$ cat src/rtl/rv_alu_mc.sv
// RV32/RV64 integer ALU with optional M extension: single-cycle base ops and
// multiplies, iterative restoring divider, valid/ready on both sides.
module rv_alu_mc #(
    parameter int XLEN = 32,
    parameter int EN_M = 1
) (
    input  logic            clk,
    input  logic            rst_n,
    input  logic            flush,
    input  logic            in_valid,
    output logic            in_ready,
    input  logic [XLEN-1:0] rs1_in,
    input  logic [XLEN-1:0] rs2_in,
    input  logic [2:0]      funct3,
    input  logic            funct7_r,
    input  logic            funct7_m,
    output logic            out_valid,
    input  logic            out_ready,
    output logic [XLEN-1:0] rd_out,
    output logic            busy
);

    localparam int SH_W  = $clog2(XLEN);
    localparam int CNT_W = $clog2(XLEN) + 1;
    localparam logic [XLEN-1:0] MIN_VAL = {1'b1, {(XLEN-1){1'b0}}};

    typedef enum logic [1:0] {IDLE, DIV, FIX, HOLD} state_t;

    state_t           state;
    logic             alive;
    logic [CNT_W-1:0] cnt;
    logic [XLEN-1:0]  rem_q;
    logic [XLEN-1:0]  quo_q;
    logic [XLEN-1:0]  dvsr_q;
    logic             rem_sel_q;
    logic             neg_quo_q;
    logic             neg_rem_q;

    logic              is_m;
    logic              is_div;
    logic              div_signed;
    logic              div_zero;
    logic              div_ovf;
    logic              long_div;
    logic              accept;
    logic [SH_W-1:0]   shamt;
    logic signed [XLEN-1:0] sra_res;
    logic              a_sgn;
    logic              b_sgn;
    logic [2*XLEN-1:0] a_ext;
    logic [2*XLEN-1:0] b_ext;
    logic [2*XLEN-1:0] prod;
    logic [XLEN-1:0]   abs1;
    logic [XLEN-1:0]   abs2;
    logic [XLEN:0]     div_shift;
    logic [XLEN:0]     div_diff;
    logic [XLEN-1:0]   fix_res;
    logic [XLEN-1:0]   quick_res;

    // alive holds in_ready low until the first clock edge after reset release
    assign in_ready = alive && ((state == IDLE) || ((state == HOLD) && out_ready));
    assign busy     = (state != IDLE);
    assign accept   = in_valid && in_ready && !flush;

    assign is_m       = (EN_M != 0) && funct7_m;
    assign is_div     = is_m && funct3[2];
    assign div_signed = !funct3[0];
    assign div_zero   = (rs2_in == '0);
    assign div_ovf    = div_signed && (rs1_in == MIN_VAL) && (rs2_in == '1);
    assign long_div   = is_div && !div_zero && !div_ovf;

    assign shamt   = rs2_in[SH_W-1:0];
    assign sra_res = $signed(rs1_in) >>> shamt;

    // Sign-extend to 2*XLEN so one multiplier covers all four variants
    assign a_sgn = (funct3[1:0] != 2'b11) && rs1_in[XLEN-1];
    assign b_sgn = (funct3[1:0] == 2'b01) && rs2_in[XLEN-1];
    assign a_ext = {{XLEN{a_sgn}}, rs1_in};
    assign b_ext = {{XLEN{b_sgn}}, rs2_in};
    assign prod  = a_ext * b_ext;

    assign abs1 = (div_signed && rs1_in[XLEN-1]) ? -rs1_in : rs1_in;
    assign abs2 = (div_signed && rs2_in[XLEN-1]) ? -rs2_in : rs2_in;

    assign div_shift = {rem_q, quo_q[XLEN-1]};
    assign div_diff  = div_shift - {1'b0, dvsr_q};

    assign fix_res = rem_sel_q ? (neg_rem_q ? -rem_q : rem_q)
                               : (neg_quo_q ? -quo_q : quo_q);

    always_comb begin
        quick_res = '0;
        if (is_m) begin
            if (!funct3[2]) begin
                quick_res = (funct3[1:0] == 2'b00) ? prod[XLEN-1:0] : prod[2*XLEN-1:XLEN];
            end else if (div_zero) begin
                quick_res = funct3[1] ? rs1_in : '1;
            end else begin
                quick_res = funct3[1] ? '0 : rs1_in;
            end
        end else begin
            case (funct3)
                3'b000:  quick_res = funct7_r ? (rs1_in - rs2_in) : (rs1_in + rs2_in);
                3'b001:  quick_res = rs1_in << shamt;
                3'b010:  quick_res = {{(XLEN-1){1'b0}}, ($signed(rs1_in) < $signed(rs2_in))};
                3'b011:  quick_res = {{(XLEN-1){1'b0}}, (rs1_in < rs2_in)};
                3'b100:  quick_res = rs1_in ^ rs2_in;
                3'b101:  quick_res = funct7_r ? sra_res : (rs1_in >> shamt);
                3'b110:  quick_res = rs1_in | rs2_in;
                default: quick_res = rs1_in & rs2_in;
            endcase
        end
    end

    always_ff @(posedge clk or negedge rst_n) begin
        if (!rst_n) begin
            state     <= IDLE;
            alive     <= 1'b0;
            out_valid <= 1'b0;
            rd_out    <= '0;
            cnt       <= '0;
            rem_q     <= '0;
            quo_q     <= '0;
            dvsr_q    <= '0;
            rem_sel_q <= 1'b0;
            neg_quo_q <= 1'b0;
            neg_rem_q <= 1'b0;
        end else begin
            alive <= 1'b1;
            if (flush) begin
                state     <= IDLE;
                out_valid <= 1'b0;
            end else begin
                case (state)
                    IDLE, HOLD: begin
                        if (accept) begin
                            if (long_div) begin
                                state     <= DIV;
                                out_valid <= 1'b0;
                                cnt       <= '0;
                                rem_q     <= '0;
                                quo_q     <= abs1;
                                dvsr_q    <= abs2;
                                rem_sel_q <= funct3[1];
                                neg_quo_q <= div_signed && (rs1_in[XLEN-1] ^ rs2_in[XLEN-1]);
                                neg_rem_q <= div_signed && rs1_in[XLEN-1];
                            end else begin
                                state     <= HOLD;
                                out_valid <= 1'b1;
                                rd_out    <= quick_res;
                            end
                        end else if ((state == HOLD) && out_ready) begin
                            state     <= IDLE;
                            out_valid <= 1'b0;
                        end
                    end
                    DIV: begin
                        // One restoring step: keep the trial subtraction only if it did not borrow
                        if (!div_diff[XLEN]) begin
                            rem_q <= div_diff[XLEN-1:0];
                            quo_q <= {quo_q[XLEN-2:0], 1'b1};
                        end else begin
                            rem_q <= div_shift[XLEN-1:0];
                            quo_q <= {quo_q[XLEN-2:0], 1'b0};
                        end
                        cnt <= cnt + CNT_W'(1);
                        if (cnt == CNT_W'(XLEN - 1)) begin
                            state <= FIX;
                        end
                    end
                    FIX: begin
                        rd_out    <= fix_res;
                        out_valid <= 1'b1;
                        state     <= HOLD;
                    end
                    default: state <= IDLE;
                endcase
            end
        end
    end

endmodule
$ cat config.mk
export PLATFORM = sky130hd
export DESIGN_NAME = rv_alu_mc
export DESIGN_NICKNAME = d
export VERILOG_FILES = /design/src/rtl/rv_alu_mc.sv
export SDC_FILE = /design/constraint.sdc
export NUM_CORES = 2
export LEC_CHECK = 0
export BUFFER_PORTS_ARGS = -buffer_cell sky130_fd_sc_hd__buf_2
export CORE_UTILIZATION = 50
export CTS_CLUSTER_DIAMETER = 40
export DETAILED_ROUTE_END_ITERATION = 16
export PLACE_DENSITY_LB_ADDON = 0.05
export SLEW_MARGIN = 20
export SYNTH_ARGS = -nofsm -noshare
export SYNTH_HDL_FRONTEND = slang
export SYNTH_SLANG_ARGS = --single-unit
$ cat constraint.sdc
create_clock -name clk -period 3.3 [get_ports clk]
set_input_delay 0.99 -clock clk [delete_from_list [all_inputs] [get_ports clk]]
set_output_delay 0.99 -clock clk [all_outputs]
set_load 0.1 [all_outputs]
==> impl_metrics.yaml <==
run_status:
  status: "finished, violations left"
  violations: "negative setup slack"
cells_and_area:
  final_cell_mix: "1280 x buf_4, 1262 x inv_1, 1079 x fa_1"
  area_growth_pct: 30.5
  final_util_pct: 65.7
  nets: 9766
  drive_gt1_share_pct: 26.4
  design_area_um2: 75000
  final_common_cell: "buf_4"
  seq_area_um2: 3530
  nFillCells: 9575
  multi_input_area_um2: 49400
clock_network:
  worst_skew_pair.late_latency_ns: 0.45
  clkSinkCount: 141
  h-tree-depth: 4
  numCtsBuffers: 17
  clockBufferDepth: 2
  clk_pin_slew_ns: 0.08
  ctsRootBufferMaster: "clkbuf_16"
  cts_tree: "done"
sta:
  fmax_ghz: 0.120
  skew_ns: 0.0191
  fin_ws_ns: -5.06
  max_slew_margin_pct: 37.6
  hold_viol_final: 0
  report.final.slew_viol_count: 0
  rsz0062_at_grt: "yes"
  tightest_slew_ns: 0.913
  period_needed_ns: 8.36
  period_share_pct: 253
  setup_viol: 138
  setup_tns_ns: -207.56
worst_setup_path:
  crit_cells: 32
  r2r_end: "rem_q[31]$_DFFE_PN0P_"
  timing.rr.start: "rem_q[0]$_DFFE_PN0P_"
  worstRegToRegCells: 15
  regToRegSetupSlack_ns: -0.33
  cp-start-kind: "primary input"
  cp_top_family: "adder cells"
  worstPathMaxFanout: 6
  cpMostUsedCell: "fa_1"
  max_stage_delay_ns: 0.58
  critPathSlowestCell: "fa_2"
  cp.arrival_ns: 8.72
  required_ns: 3.66
  worst-path-buf-inv: 11
  worstSetupEndpointType: "register"
  worstSetupPathType: "in2reg"
detailed_routing:
  routed_wl_um: 287000
  drtIter0Drc: 7408
  dr_total_vias: 59214
  firstDrtPassIters: 9
  vias_per_cell: 6.07
  drc: 0
  routedWlPerCell_um: 29.4
  drtAntennaViolNets: 0
global_routing:
  grt_pass1_wl_um: 411000
  grt_max_degree: 51
  grt.busiest_layer: "met2"
  met1_usage_pct: 63.9
  track_usage_pct: 49.4
  grt_pass1_vias: 60024
  antenna_found_initial: 16
  grt-ovfl-total: 0
  met3_usage_pct: 17.2
  use_met2_pct: 70.4
floorplan:
  rows: 124
  chipHeight_um: 341
  die_w_um: 341
  io-pin-count: 109
  core_um2: 114000
  start_util_pct: 50.4
  dieArea_um2: 116000
place:
  place_ws_ns: -5.84
  hpwl_um: 237000
  place_area_um2: 70200
  gp_congestion: 1.14
  portBuffers: 108
logic_synthesis:
  ys_ff_latch: 141
  synth_cell_types: 86
  synth_cells: 7008
  synth-async-reset-ratio_pct: 100
  synth_top_area_share_pct: 39.3
  post-synth-top-area-cell: "fa_1"
  synth_area_leaders: "fa_1 39%, inv_1 8.7%, ha_1 7.6%, nand2_1 7.1%, dfrtp_1 6.1%"
  syn-num-nets: 8561
  synth_flop_cell: "dfrtp_1"
  synth-edff-count: 0
  yosysWarnings: 0
  avgSynthCellArea_um2: 8.21
  yosysSeqAreaShare_pct: 6.14
  syn-cell-area_um2: 57500
worst_hold_path:
  min_path_type: "in2async"
flow_run:
  maxCapViolCount: 0
-- cell usage after synthesis, types with 50 or more instances --
| cell type | instances |
|---|---|
| a31oi_1 | 50 |
| dfrtp_1 | 141 |
| inv_1 | 1326 |
| buf_1 | 103 |
| xor2_1 | 60 |
| a21o_1 | 68 |
| nand2_1 | 1084 |
| mux4_2 | 63 |
| o21ai_0 | 307 |
| clkbuf_1 | 306 |
| a21oi_1 | 312 |
| xnor2_1 | 160 |
| ha_1 | 351 |
| nor3_1 | 104 |
| nand3_1 | 71 |
| fa_1 | 1128 |
| mux2i_1 | 82 |
| nor2_1 | 575 |
-- metal layers --
layer	vias up	part of all wire (%)
met5	-	0.031
met4	12	8.1
met3	1026	14
met2	4199	41
met1	29477	37
li1	24500	-
-- sequential cells by signal, summed over array words and instances (netlist names) --
signal and flops:
dvsr_q 32, quo_q 32, rd_out 32, rem_q 32
cnt 6, state 2, alive 1, neg_quo_q 1
neg_rem_q 1, out_valid 1, rem_sel_q 1
-- metrics by stage --
step | instances | hold WS [ns]
floorplan | 7008 | 0.464
global placement | 9587 | 0.455
detailed placement | 9587 | 0.454
CTS | 9683 | 0.464
global route | 9741 | 0.460
finish | 9753 | 0.455
-- worst max-delay path by stage --
stage / slack [ns] / startpoint / to
floorplan: -5.50 / rs2_in[0] / rd_out[29]$_DFFE_PN0P_
global placement: -5.71 / funct3[0] / rd_out[19]$_DFFE_PN0P_
detailed placement: -5.84 / funct3[0] / rd_out[19]$_DFFE_PN0P_
CTS: -5.10 / funct3[1] / rd_out[27]$_DFFE_PN0P_
global route: -5.24 / funct3[0] / rd_out[29]$_DFFE_PN0P_
finish: -5.06 / funct3[0] / rd_out[21]$_DFFE_PN0P_
-- cell type report --
type / count / share of cell area [%]
Antenna cell: 15 / 0.0500
Sequential cell: 141 / 4.70
Clock buffer: 18 / 0.585
Clock inverter: 14 / 0.197
Inverter: 1357 / 6.93
Tap cell: 1512 / 2.52
Timing Repair Buffer: 1621 / 19.2
Multi-Input combinational cell: 5075 / 65.8
-- what timing repair did --
action	CTS	global route
hold buffers	0	0
cloned	4	8
setup buffers	75	62
endpoints found under the setup margin	138	138
pin swaps	189	207
resized for setup	439	400
-- worst reg2reg max path, cell delays in order, from the launching register on --
cell and delay (ns):
dfrtp_1 0.41, buf_4 0.15, ha_1 0.27, nor2b_1 0.15
o31a_1 0.27, o311ai_0 0.68, buf_4 0.25, a2111oi_0 0.11
nor3_1 0.20, buf_4 0.15, nor3_1 0.06, nor3_1 0.26
buf_4 0.17, o211a_1 0.16, nor3_1 0.05, o31ai_1 0.22
-- cell families after synthesis --
family	after synthesis	synth area share (%)
other	1	0.00652
adders and majority gates	1479	46.9
AOI/OAI and AO/OA	1151	12.6
buffers and inverters	1792	11.8
DFF	141	6.14
xor gates and xnor gates	221	3.40
and+or+nand+nor	2062	15.0
muxes	161	4.21
Power is not shown: default switching activity piles up to over one toggle a cycle in this logic, so the estimate is an artifact.
